File: config.mk
export PLATFORM = sky130hd
export DESIGN_NAME = pipe_ctrl
export DESIGN_NICKNAME = d
export VERILOG_FILES = /design/src/rtl/pipe_ctrl_pkg.sv /design/src/rtl/reg_scoreboard.sv /design/src/rtl/pipe_ctrl.sv
export SDC_FILE = /design/constraint.sdc
export NUM_CORES = 1
export LEC_CHECK = 0
export ABC_CLOCK_PERIOD_IN_PS = 3500
export BUFFER_PORTS_ARGS = -buffer_cell sky130_fd_sc_hd__buf_2
export CORE_MARGIN = 5
export CORE_UTILIZATION = 50
export CTS_CLUSTER_SIZE = 30
export DETAILED_ROUTE_END_ITERATION = 7
export PLACE_DENSITY = 0.75
export SYNTH_ARGS = -nofsm -noshare
export SYNTH_HDL_FRONTEND = slang
export SYNTH_HIERARCHICAL = 1
export SYNTH_SLANG_ARGS = --single-unit
export TNS_END_PERCENT = 100
File: constraint.sdc
create_clock -name clk -period 3.5 [get_ports clk]
set_input_delay 0.525 -clock clk [delete_from_list [all_inputs] [get_ports clk]]
set_output_delay 0.525 -clock clk [all_outputs]
set_load 0.01 [all_outputs]
File: src/rtl/pipe_ctrl_pkg.sv
// pipe_ctrl_pkg: shared FSM state type and constants for the pipeline sequencer
package pipe_ctrl_pkg;
  typedef enum logic [1:0] {RUN, CTRL_WAIT, HALT_DRAIN, HALTED} pc_state_t;
  localparam logic [3:0] REG_ZERO = 4'd0;
  localparam int DEF_WB_LAT = 3;
endpackage

File: src/rtl/reg_scoreboard.sv
// reg_scoreboard: per-register pending-write countdown (clk, rst, wr_en/wr_addr load, rd_a/rd_b lookups -> busy_a/busy_b, busy vector)
module reg_scoreboard
  import pipe_ctrl_pkg::*;
#(
  parameter int NUM_REGS = 16,
  parameter int WB_LAT = DEF_WB_LAT,
  localparam int AW = $clog2(NUM_REGS),
  localparam int CNT_W = $clog2(WB_LAT + 1)
) (
  input  logic                clk,
  input  logic                rst,
  input  logic                wr_en,
  input  logic [AW-1:0]       wr_addr,
  input  logic [AW-1:0]       rd_a,
  input  logic [AW-1:0]       rd_b,
  output logic                busy_a,
  output logic                busy_b,
  output logic [NUM_REGS-1:0] busy
);
  logic [CNT_W-1:0] cnt [NUM_REGS];
  logic load_ok;
  assign load_ok = wr_en && wr_addr != AW'(REG_ZERO);
  for (genvar g = 0; g < NUM_REGS; g++) begin : g_cnt
    if (g == 0) begin : g_zero
      assign cnt[g] = '0;
    end else begin : g_reg
      always_ff @(posedge clk or posedge rst)
        if (rst) cnt[g] <= '0;
        else if (load_ok && wr_addr == AW'(g)) cnt[g] <= CNT_W'(WB_LAT);
        else if (cnt[g] != '0) cnt[g] <= cnt[g] - CNT_W'(1);
    end
    assign busy[g] = cnt[g] != '0;
  end
  assign busy_a = busy[rd_a];
  assign busy_b = busy[rd_b];
endmodule

File: src/rtl/pipe_ctrl.sv
// pipe_ctrl: WISC-S15 pipeline sequencer (id_* decode inputs, pc_update -> pc_hold, if_id_hold, if_id_flush, id_ex_bubble, sb_busy, halted)
module pipe_ctrl
  import pipe_ctrl_pkg::*;
#(
  parameter int NUM_REGS = 16,
  parameter int WB_LAT = DEF_WB_LAT,
  localparam int AW = $clog2(NUM_REGS)
) (
  input  logic                clk,
  input  logic                rst,
  input  logic                id_valid,
  input  logic [AW-1:0]       id_rs,
  input  logic [AW-1:0]       id_rt,
  input  logic                id_rs_used,
  input  logic                id_rt_used,
  input  logic [AW-1:0]       id_rd,
  input  logic                id_reg_write,
  input  logic                id_ctrl,
  input  logic                id_halt,
  input  logic                pc_update,
  output logic                pc_hold,
  output logic                if_id_hold,
  output logic                if_id_flush,
  output logic                id_ex_bubble,
  output logic [NUM_REGS-1:0] sb_busy,
  output logic                halted
);
  pc_state_t state;
  logic busy_rs, busy_rt, haz, fire, run;
  reg_scoreboard #(.NUM_REGS(NUM_REGS), .WB_LAT(WB_LAT)) u_sb (
    .clk(clk),
    .rst(rst),
    .wr_en(fire & id_reg_write),
    .wr_addr(id_rd),
    .rd_a(id_rs),
    .rd_b(id_rt),
    .busy_a(busy_rs),
    .busy_b(busy_rt),
    .busy(sb_busy)
  );
  assign run = state == RUN;
  assign haz = (id_rs_used & busy_rs) | (id_rt_used & busy_rt);
  assign fire = id_valid & run & ~haz;
  always_comb begin
    pc_hold = run ? id_valid & haz : state == CTRL_WAIT ? ~pc_update : 1'b1;
    if_id_hold = run & id_valid & haz;
    if_id_flush = ~run;
    id_ex_bubble = ~fire;
    halted = state == HALTED;
  end
  always_ff @(posedge clk or posedge rst)
    if (rst) state <= RUN;
    else state <= run ? (fire & id_halt ? HALT_DRAIN : fire & id_ctrl ? CTRL_WAIT : RUN)
                : state == CTRL_WAIT ? (pc_update ? RUN : CTRL_WAIT)
                : state == HALT_DRAIN ? (|sb_busy ? HALT_DRAIN : HALTED)
                : HALTED;
endmodule
==> results of run 1 <==
## final cells by class
| class | instances | area, um^2 |
|---|---|---|
| sequential | 32 | 801 |
| fill | 352 | 1580 |
| tap | 50 | 62.6 |
| clock buffer | 8 | 90.1 |
| inverter | 52 | 195 |
| multi-input combinational | 134 | 1100 |
| timing repair buffer | 41 | 208 |
## flip-flops by register name, summed over array words and instances (netlist names)
signal,cells
state,2
u_sb/cnt,30
## per-layer routing
metal | wire length, um | share of wire [%] | vias up | global-route usage [%]
met2 | 2080 | 47 | 44 | 29.5
met1 | 1960 | 44 | 765 | 23.1
met5 | 0 | 0 | - | 0
met3 | 302 | 6.8 | 7 | 3.74
li1 | - | - | 806 | -
met4 | 77 | 1.7 | 0 | 7.71
## cells by family (layout without fill, tap and decap cells)
logic type | after synthesis | in the layout
simple gates | 67 | 67
buf+inv | 53 | 101
flops | 32 | 32
mux | 25 | 25
fa+ha+maj | 15 | 15
xor+xnor | 15 | 15
compound gates | 11 | 11
other cells | 1 | 1
## per-stage QoR
step	instances	util, %
global placement	309	58.6
global route	317	60.9
CTS	317	60.9
floorplan	219	-
finish	317	60.9
detailed placement	309	58.6
## power groups by stage
stage          logic, mW  clock network, mW  registers [mW]
6_report          0.0404              0.292           0.370
3_5_place_dp      0.0409                  0           0.377
2_1_floorplan     0.0184                  0           0.377
3_3_place_gp      0.0402                  0           0.377
4_1_cts           0.0410              0.300           0.370
5_1_grt           0.0452              0.313           0.370
## worst max-delay path, cell delays in order, from the launching register on
cell	delay [ns]
dfrtp_1	0.36
inv_1	0.06
ha_1	0.26
mux4_1	0.53
mux2_2	0.28
a211oi_1	0.29
a22oi_2	0.14
and3_4	0.21
inv_2	0.05
buf_2	0.12
## path summary, 6_finish.rpt
path / end / slack (ns) / cells past startpoint
worst min-delay path: state[1] / 0.08 / 2
min in group clk: state[0] / 0.49 / 3
max in group asynchronous: u_sb/cnt[19] / 2.89 / 3
worst max register to register: u_sb/cnt[28] / 0.64 / 11
worst min register to register: u_sb/cnt[6] / 0.51 / 2
worst max-delay path: id_ex_bubble / 0.41 / 9
## cell usage in the layout, fill, tap and decap left out, drive strengths merged
master / instances
clkbuf: 8
a2111oi: 2
and3b: 4
mux4: 6
xor2: 15
and2: 2
nor2b: 2
a22oi: 1
conb: 1
a31oi: 1
nand3: 4
nand4: 1
ha: 15
mux2i: 2
nor2: 3
nor3b: 3
nand2: 42
a21boi: 1
nor4: 4
inv: 52
o21ai: 3
a21oi: 1
buf: 41
dfrtp: 32
a211oi: 2
and3: 2
mux2: 17
==> results_dict.tcl, run 1 <==
set metrics [dict create \
    path_class "reg2out" \
    yosys.area.top_type_share_pct 38.1 \
    fin_crit_ns 3.09 \
    vias_per_cell 5.12 \
    fin_area_um2 2450 \
    ctsResizeCount 0 \
    pwr-share-clk_pct 41.6 \
    yosysWarnings 6 \
    yosys-top-cells-area "dfrtp_1, inv_1, mux2_2" \
    synth-simple-area-share_pct 15.3 \
    synth_top_family_by_area "multiplexers" \
    worstPathArrival_ns 2.57 \
    clk_pin_slew_ns 0.07 \
    grt_util_all_layers_pct 18.0 \
    syn-num-nets 255 \
    total_power_uw 702 \
    yosys.area_share.adder_pct 8.94 \
    synth-compound-area-share_pct 3.93 \
    fin_skew_ns 0.00706 \
    hold_slack_ns 0.0832 \
    die_area_um2 5600 \
    clk_latency_ns 0.29 \
    die_w_um 74.8 \
    muxShareOfSynthArea_pct 17.6 \
    switching_share_pct 22.2 \
    p_leak_nw 1.39 \
    core_area_um2 4030 \
    grt_pass1_vias 1642 \
    routed-via-count 1622 \
    grt_antenna_before_repair 0 \
    dr.first_iter.drc_count 88 \
    nNetsFinal 302 \
    synth_edf_count 0 \
    synth_top_flop_cell "dfrtp_1" \
    synth-xor-area-share_pct 6.26 \
    num_rows 23 \
    maxSlewViolCount 0 \
    yosys.area.top_type "dfrtp_1" \
    setup_viol 0 \
    drt_wl_total_mm 4.42 \
    r2r_start "u_sb/cnt[16]" \
    syn_area_um2 2100 \
    pwr-share-seq_pct 52.7 \
    max_clock_freq_mhz 323 \
    yosysMostFrequentCell "inv_1" \
    numCtsBuffers 5 \
    cp_max_fo 4 \
    hpwl_mm 3.51 \
    grt_pass1_wl_mm 7.45 \
    grt_max_degree 31 \
    cp-end-kind "output pin" \
    hold_class "in2async" \
    pre_cts_ws_ns 0.580 \
    num_antenna_cells 0 \
    switching_power_uw 156 \
    synthTopCellsByCount "inv_1, nand2_1, dfrtp_1" \
    post-route-period-util_pct 88.4 \
    synth.distinct_cells 30 \
    maxCapViolCount 0 \
    htree_levels 2 \
    synth-async-reset-ratio_pct 100 \
    place_area_um2 2360 \
    rsz0062_at_grt "false" \
    ios 42 \
    crit_start "u_sb/cnt[16]" \
    ys_ff_latch 32 \
    final-hold-violation-count 0 \
    ant_nets 0 \
    power_density_nw_per_um2 286 \
    clockRootBuffer "clkbuf_8" \
    grt-ovfl-total 0 \
    start_util_pct 52.1 \
    die_h_um 74.8 \
    syn2layout_area_growth_pct 16.8 \
    ir_drop_uv 172 \
    post_cts_buffers 0 \
    cts_tree "built" \
    cts_num_sinks 32 \
    place.gp.congestion 0.824 \
    fin_tns_setup_ns 0 \
    outcome "finished, final reports clean" \
    port_buffers 40 \
    ys_seq_area_share_pct 38.1 \
    worst_pin_slew_ns 0.512 \
    wire_per_inst_um 13.9 \
    cp.required_ns 2.97 \
    postCtsHoldBufs 0 \
    clockBufferDepth 2 \
    p_comb_share_pct 5.7 \
    p_int_uw 547 \
    setup_slack_ns 0.406 \
    relSlewSlack_pct 65.5 \
    syn_inst 219 \
    drive_above_1_share_pct 25.8 \
    cp-start-kind "register" \
    syn_area_per_cell_um2 9.59 \
    drc 0 \
    dr.pass1.iters 4 \
]
No activity file was read; power rests on OpenSTA's default activity.
==> inputs of run 2 (changes only) <==
Settings changed: CORE_MARGIN 5 to 2, CORE_UTILIZATION 50 to 45, PLACE_DENSITY 0.75 to 0.68.
==> run 2 against run 1 <==
Net effect:
- highest routed layer unchanged
- clock skew down 0.0010 ns
- largest power group unchanged
- critical path depth unchanged
- total power up 0.18%
- combinational power about the same
- largest cell class unchanged
- non-clock buffer count unchanged
- clock power about the same
==> results_dict.tcl, run 2 (synthesized netlist as in run 1, its figures left out) <==
set metrics [dict create \
    crit_path_top_delay_cell "mux4_1" \
    largest_reg_flops 30 \
    regArea_um2 801 \
    num_rows 24 \
    pwr-share-seq_pct 52.6 \
    postCtsHoldBufs 0 \
    maxSlewViolCount 0 \
    fin_skew_ns 0.00602 \
    hpwl_mm 3.59 \
    switching_power_uw 161 \
    fin_crit_ns 3.09 \
    layout_commonest_cell "inv_1" \
    drive_above_1_share_pct 26.6 \
    post_cts_buffers 0 \
    fin_tns_setup_ns 0 \
    dr.first_iter.drc_count 82 \
    wire_per_inst_um 14.1 \
    vias_per_cell 5.03 \
    grt_util_all_layers_pct 18.9 \
    start_util_pct 47.6 \
    clockBufferDepth 2 \
    top_register "u_sb/cnt" \
    routed-via-count 1605 \
    p_leak_nw 1.39 \
    cts_num_sinks 32 \
    grt_pass1_wl_mm 7.36 \
    cp_cell_sequence "inv_1 -> ha_1 -> mux4_1 -> mux2_2 -> a211oi_1 -> a22oi_2 -> and3_4 -> inv_2 -> buf_2" \
    ctsResizeCount 0 \
    rsz0062_at_grt "false" \
    num_antenna_cells 0 \
    die_w_um 72.3 \
    p_comb_share_pct 5.7 \
    clk_latency_ns 0.28 \
    cp.required_ns 2.97 \
    die_area_um2 5230 \
    drt_wl_total_mm 4.50 \
    worstPathArrival_ns 2.57 \
    power_density_nw_per_um2 286 \
    p_int_uw 543 \
    dr.pass1.iters 4 \
    cp-end-kind "output pin" \
    grt_max_degree 31 \
    fillers 425 \
    clockRootBuffer "clkbuf_8" \
    pwr-share-clk_pct 41.7 \
    multiInputGateArea_um2 1100 \
    hold_class "in2async" \
    reg_top3 "u_sb/cnt x30, state x2" \
    cp_max_fo 4 \
    post-route-period-util_pct 88.3 \
    port_buffers 40 \
    numCtsBuffers 5 \
    max_stage_delay_ns 0.51 \
    worst_pin_slew_ns 0.471 \
    clk_pin_slew_ns 0.07 \
    outcome "finished, final reports clean" \
    switching_share_pct 22.8 \
    place.gp.congestion 0.820 \
    die_h_um 72.3 \
    max_clock_freq_mhz 324 \
    setup_viol 0 \
    ios 42 \
    cp-start-kind "register" \
    maxCapViolCount 0 \
    ant_nets 0 \
    drc 0 \
    grt_pass1_vias 1567 \
    syn2layout_area_growth_pct 17.0 \
    hold_slack_ns 0.0842 \
    final_cell_mix "inv_1, nand2_1, buf_2" \
    grt_antenna_before_repair 0 \
    relSlewSlack_pct 67.8 \
    core_area_um2 4410 \
    ir_drop_uv 224 \
    nNetsFinal 302 \
    grt-ovfl-total 0 \
    final-hold-violation-count 0 \
    htree_levels 2 \
    path_class "reg2out" \
    cts_tree "built" \
]
[run 2: cell count changes in the layout (fill, tap and decap cells not counted), sizes merged]
cell    before  now
clkinv       0    2
clkbuf       8    6
[run 2: critical path, delay by kind of cell (launching register included)]
family	cells	cell delay (ns)
DFF	1	0.37
buffers and inverters	3	0.24
and+or+nand+nor	1	0.21
muxes	2	0.78
adders and majority gates	1	0.27
AOI/OAI and AO/OA	2	0.42
[run 2: routing by layer]
layer,track usage (%),up-vias,part of all wire (%)
met5,0,-,0
met2,30.0,46,47
met3,3.33,9,4.3
met1,25.6,751,47
met4,8.18,0,2.0
li1,-,799,-
[run 2: worst paths after layout]
check,to,startpoint,slack [ns],cells after the start
setup / recovery,id_ex_bubble,u_sb/cnt[18],0.41,9
hold / removal,state[0],rst,0.08,2
setup reg to reg,u_sb/cnt[25],u_sb/cnt[18],0.66,11
hold reg to reg,u_sb/cnt[6],u_sb/cnt[6],0.51,2
max in group asynchronous,u_sb/cnt[28],rst,2.90,3
min in group clk,state[0],id_ctrl,0.50,3
[run 2: stage by stage]
| step | setup slack [ns] | power (mW) | cell area [um^2] | util (%) | instances |
|---|---|---|---|---|---|
| 2_1_floorplan | 0.918 | 0.395 | 2100 | - | 219 |
| 3_3_place_gp | 0.668 | 0.417 | 2360 | 53.6 | 311 |
| 3_5_place_dp | 0.629 | 0.417 | 2360 | 53.6 | 311 |
| 4_1_cts | 0.409 | 0.711 | 2460 | 55.7 | 319 |
| 5_1_grt | 0.289 | 0.735 | 2460 | 55.7 | 319 |
| 6_report | 0.410 | 0.704 | 2460 | 55.7 | 319 |
[run 2: final cells by class]
class | count | share of cell area, %
Timing Repair Buffer | 41 | 8.45
Tap cell | 52 | 2.65
Inverter | 52 | 7.94
Clock buffer | 6 | 3.36
Multi-Input combinational cell | 134 | 44.6
Clock inverter | 2 | 0.407
Sequential cell | 32 | 32.6
[run 2: power by group through the flow]
stage / logic (mW) / clock network [mW] / registers [mW]
after floorplan: 0.0184 / 0 / 0.377
after global placement: 0.0405 / 0 / 0.377
after detailed placement: 0.0406 / 0 / 0.377
after CTS: 0.0407 / 0.301 / 0.370
after global routing: 0.0450 / 0.321 / 0.369
final: 0.0403 / 0.294 / 0.370
==> inputs of run 3 (changes only) <==
Settings changed: ABC_CLOCK_PERIOD_IN_PS 3500 to 2900.
Clock period 3.5 ns to 2.9 ns, I/O delays scaled along.
==> run 3 against run 2 <==
Net effect:
- total power is 22% higher
- die area stayed put
- wire length is 7.3% higher
- cell count increased by 3.4%
- hold slack gained 0.32 ns
- highest routed layer unchanged
==> results_dict.tcl, run 3 (synthesized netlist as in run 1, its figures left out) <==
set metrics [dict create \
    max_clock_freq_mhz 355 \
    p_leak_nw 1.46 \
    maxSlewViolCount 0 \
    worstPathArrival_ns 2.38 \
    power_density_nw_per_um2 324 \
    maxCapViolCount 0 \
    drc 0 \
    path_class "reg2out" \
    fillers 386 \
    setup_viol 0 \
    syn2layout_area_growth_pct 26.8 \
    largest_reg_flops 30 \
    fin_crit_ns 2.82 \
    fin_area_um2 2660 \
    cp-end-kind "output pin" \
    rsz0062_at_grt "true" \
    r2r_start "u_sb/cnt[0]" \
    pwr-share-clk_pct 41.4 \
    die_h_um 72.3 \
    place.gp.congestion 0.895 \
    cts_num_sinks 32 \
    num_antenna_cells 0 \
    fin_skew_ns 0.00902 \
    clockBufferDepth 2 \
    dp_cells 316 \
    clk_pin_slew_ns 0.07 \
    cp_cell_sequence "inv_1 -> ha_4 -> mux4_1 -> mux2_4 -> a211oi_4 -> a22oi_2 -> and3_4 -> inv_4 -> buf_6" \
    dr.pass1.iters 4 \
    hold_class "in2reg" \
    dr.first_iter.drc_count 84 \
    num_rows 24 \
    switching_share_pct 22.9 \
    ios 42 \
    hpwl_mm 3.68 \
    p_int_uw 664 \
    cts_tree "built" \
    crit_start "u_sb/cnt[0]" \
    nNetsFinal 313 \
    port_buffers 40 \
    total_power_uw 861 \
    grt_util_all_layers_pct 20.6 \
    final-hold-violation-count 0 \
    critPathBufInv 3 \
    fin_tns_setup_ns 0 \
    r2r_setup_slack_ns 0.20 \
    fin_cells 330 \
    routed-via-count 1653 \
    worstReg2RegEnd "u_sb/cnt[2]" \
    post-route-period-util_pct 97.1 \
    ant_nets 0 \
    top_register "u_sb/cnt" \
    htree_levels 2 \
    p_comb_share_pct 6.7 \
    crit_path_top_delay_cell "mux4_1" \
    die_w_um 72.3 \
    grt_antenna_before_repair 0 \
    start_util_pct 47.6 \
    reg_top3 "u_sb/cnt x30, state x2" \
    holdPathStages 3 \
    wire_per_inst_um 14.6 \
    grt_pass1_wl_mm 7.91 \
    clk_latency_ns 0.29 \
    layout_commonest_cell "inv_1" \
    min_from "id_halt" \
    drt_wl_total_mm 4.83 \
    pwr-share-seq_pct 51.8 \
    numCtsBuffers 5 \
    core_area_um2 4410 \
    cp_max_fo 4 \
    reg2reg_depth 11 \
    vias_per_cell 5.01 \
    cp-start-kind "register" \
    cp.required_ns 2.47 \
    max_stage_delay_ns 0.46 \
    grt_max_degree 31 \
    grt_pass1_vias 1654 \
    relSlewSlack_pct 66.1 \
    worst_pin_slew_ns 0.495 \
    grt-ovfl-total 0 \
    clockRootBuffer "clkbuf_8" \
    place_area_um2 2400 \
    drive_above_1_share_pct 34.9 \
    outcome "finished, final reports clean" \
    path_delay_family "multiplexers" \
    hold-path-endpoint "state[1]" \
    ir_drop_uv 227 \
    final_cell_mix "inv_1, nand2_1, buf_2" \
    switching_power_uw 197 \
    die_area_um2 5230 \
]
## run 3: layer usage
layer / part of all wire [%] / wire (um) / global-route usage [%] / up-vias
met1: 47 / 2250 / 27.5 / 790
met2: 47 / 2280 / 33.0 / 38
li1: - / - / - / 819
met4: 1.2 / 59 / 5.66 / 0
met3: 4.9 / 236 / 5.56 / 6
met5: 0 / 0 / 0 / -
## run 3: worst max path at each step
stage | slack, ns | cells past startpoint | end
after detailed placement | 0.04 | 11 | u_sb/cnt[2]
after global placement | 0.06 | 11 | u_sb/cnt[3]
final | 0.08 | 9 | id_ex_bubble
after floorplan | 0.32 | 11 | u_sb/cnt[0]
after CTS | 0.01 | 10 | id_ex_bubble
after global routing | -0.01 | 9 | if_id_hold
## run 3: final cells by class
cell class | instances | area [um^2] | area share [%]
Sequential cell | 32 | 801 | 30.1
Inverter | 52 | 198 | 7.43
Multi-Input combinational cell | 134 | 1210 | 45.4
Clock buffer | 8 | 90.1 | 3.39
Tap cell | 52 | 65.1 | 2.44
Timing Repair Buffer | 52 | 299 | 11.2
## run 3: tightest hold or removal path, delay by kind of cell
family | cells | cell delay [ns]
AOI/OAI and AO/OA | 1 | 0.06
buffers and inverters | 2 | 0.18
## run 3: metrics by stage
stage | utilization, % | setup WS (ns) | hold WS (ns)
after CTS | 57.4 | 0.0141 | 0.403
after detailed placement | 54.4 | 0.0449 | 0.304
final | 60.3 | 0.0847 | 0.406
after floorplan | - | 0.318 | 0.176
after global placement | 54.4 | 0.0643 | 0.295
after global routing | 60.3 | -0.0108 | 0.412
## run 3: repair_timing
action / in CTS / in global routing
pin swaps: 1 / 6
cloned: 0 / 0
hold buffers: 1 / 0
setup buffers: 1 / 4
endpoints found under the hold margin: 2 / 0
endpoints found under the setup margin: 2 / 8
gates resized for setup: 8 / 22
## run 3: power groups by stage
| stage | clock network (mW) | registers (mW) | logic (mW) |
|---|---|---|---|
| after global placement | 0 | 0.455 | 0.0494 |
| after global routing | 0.393 | 0.446 | 0.0642 |
| after CTS | 0.367 | 0.446 | 0.0526 |
| after floorplan | 0 | 0.455 | 0.0222 |
| after detailed placement | 0 | 0.455 | 0.0499 |
| final | 0.357 | 0.446 | 0.0581 |
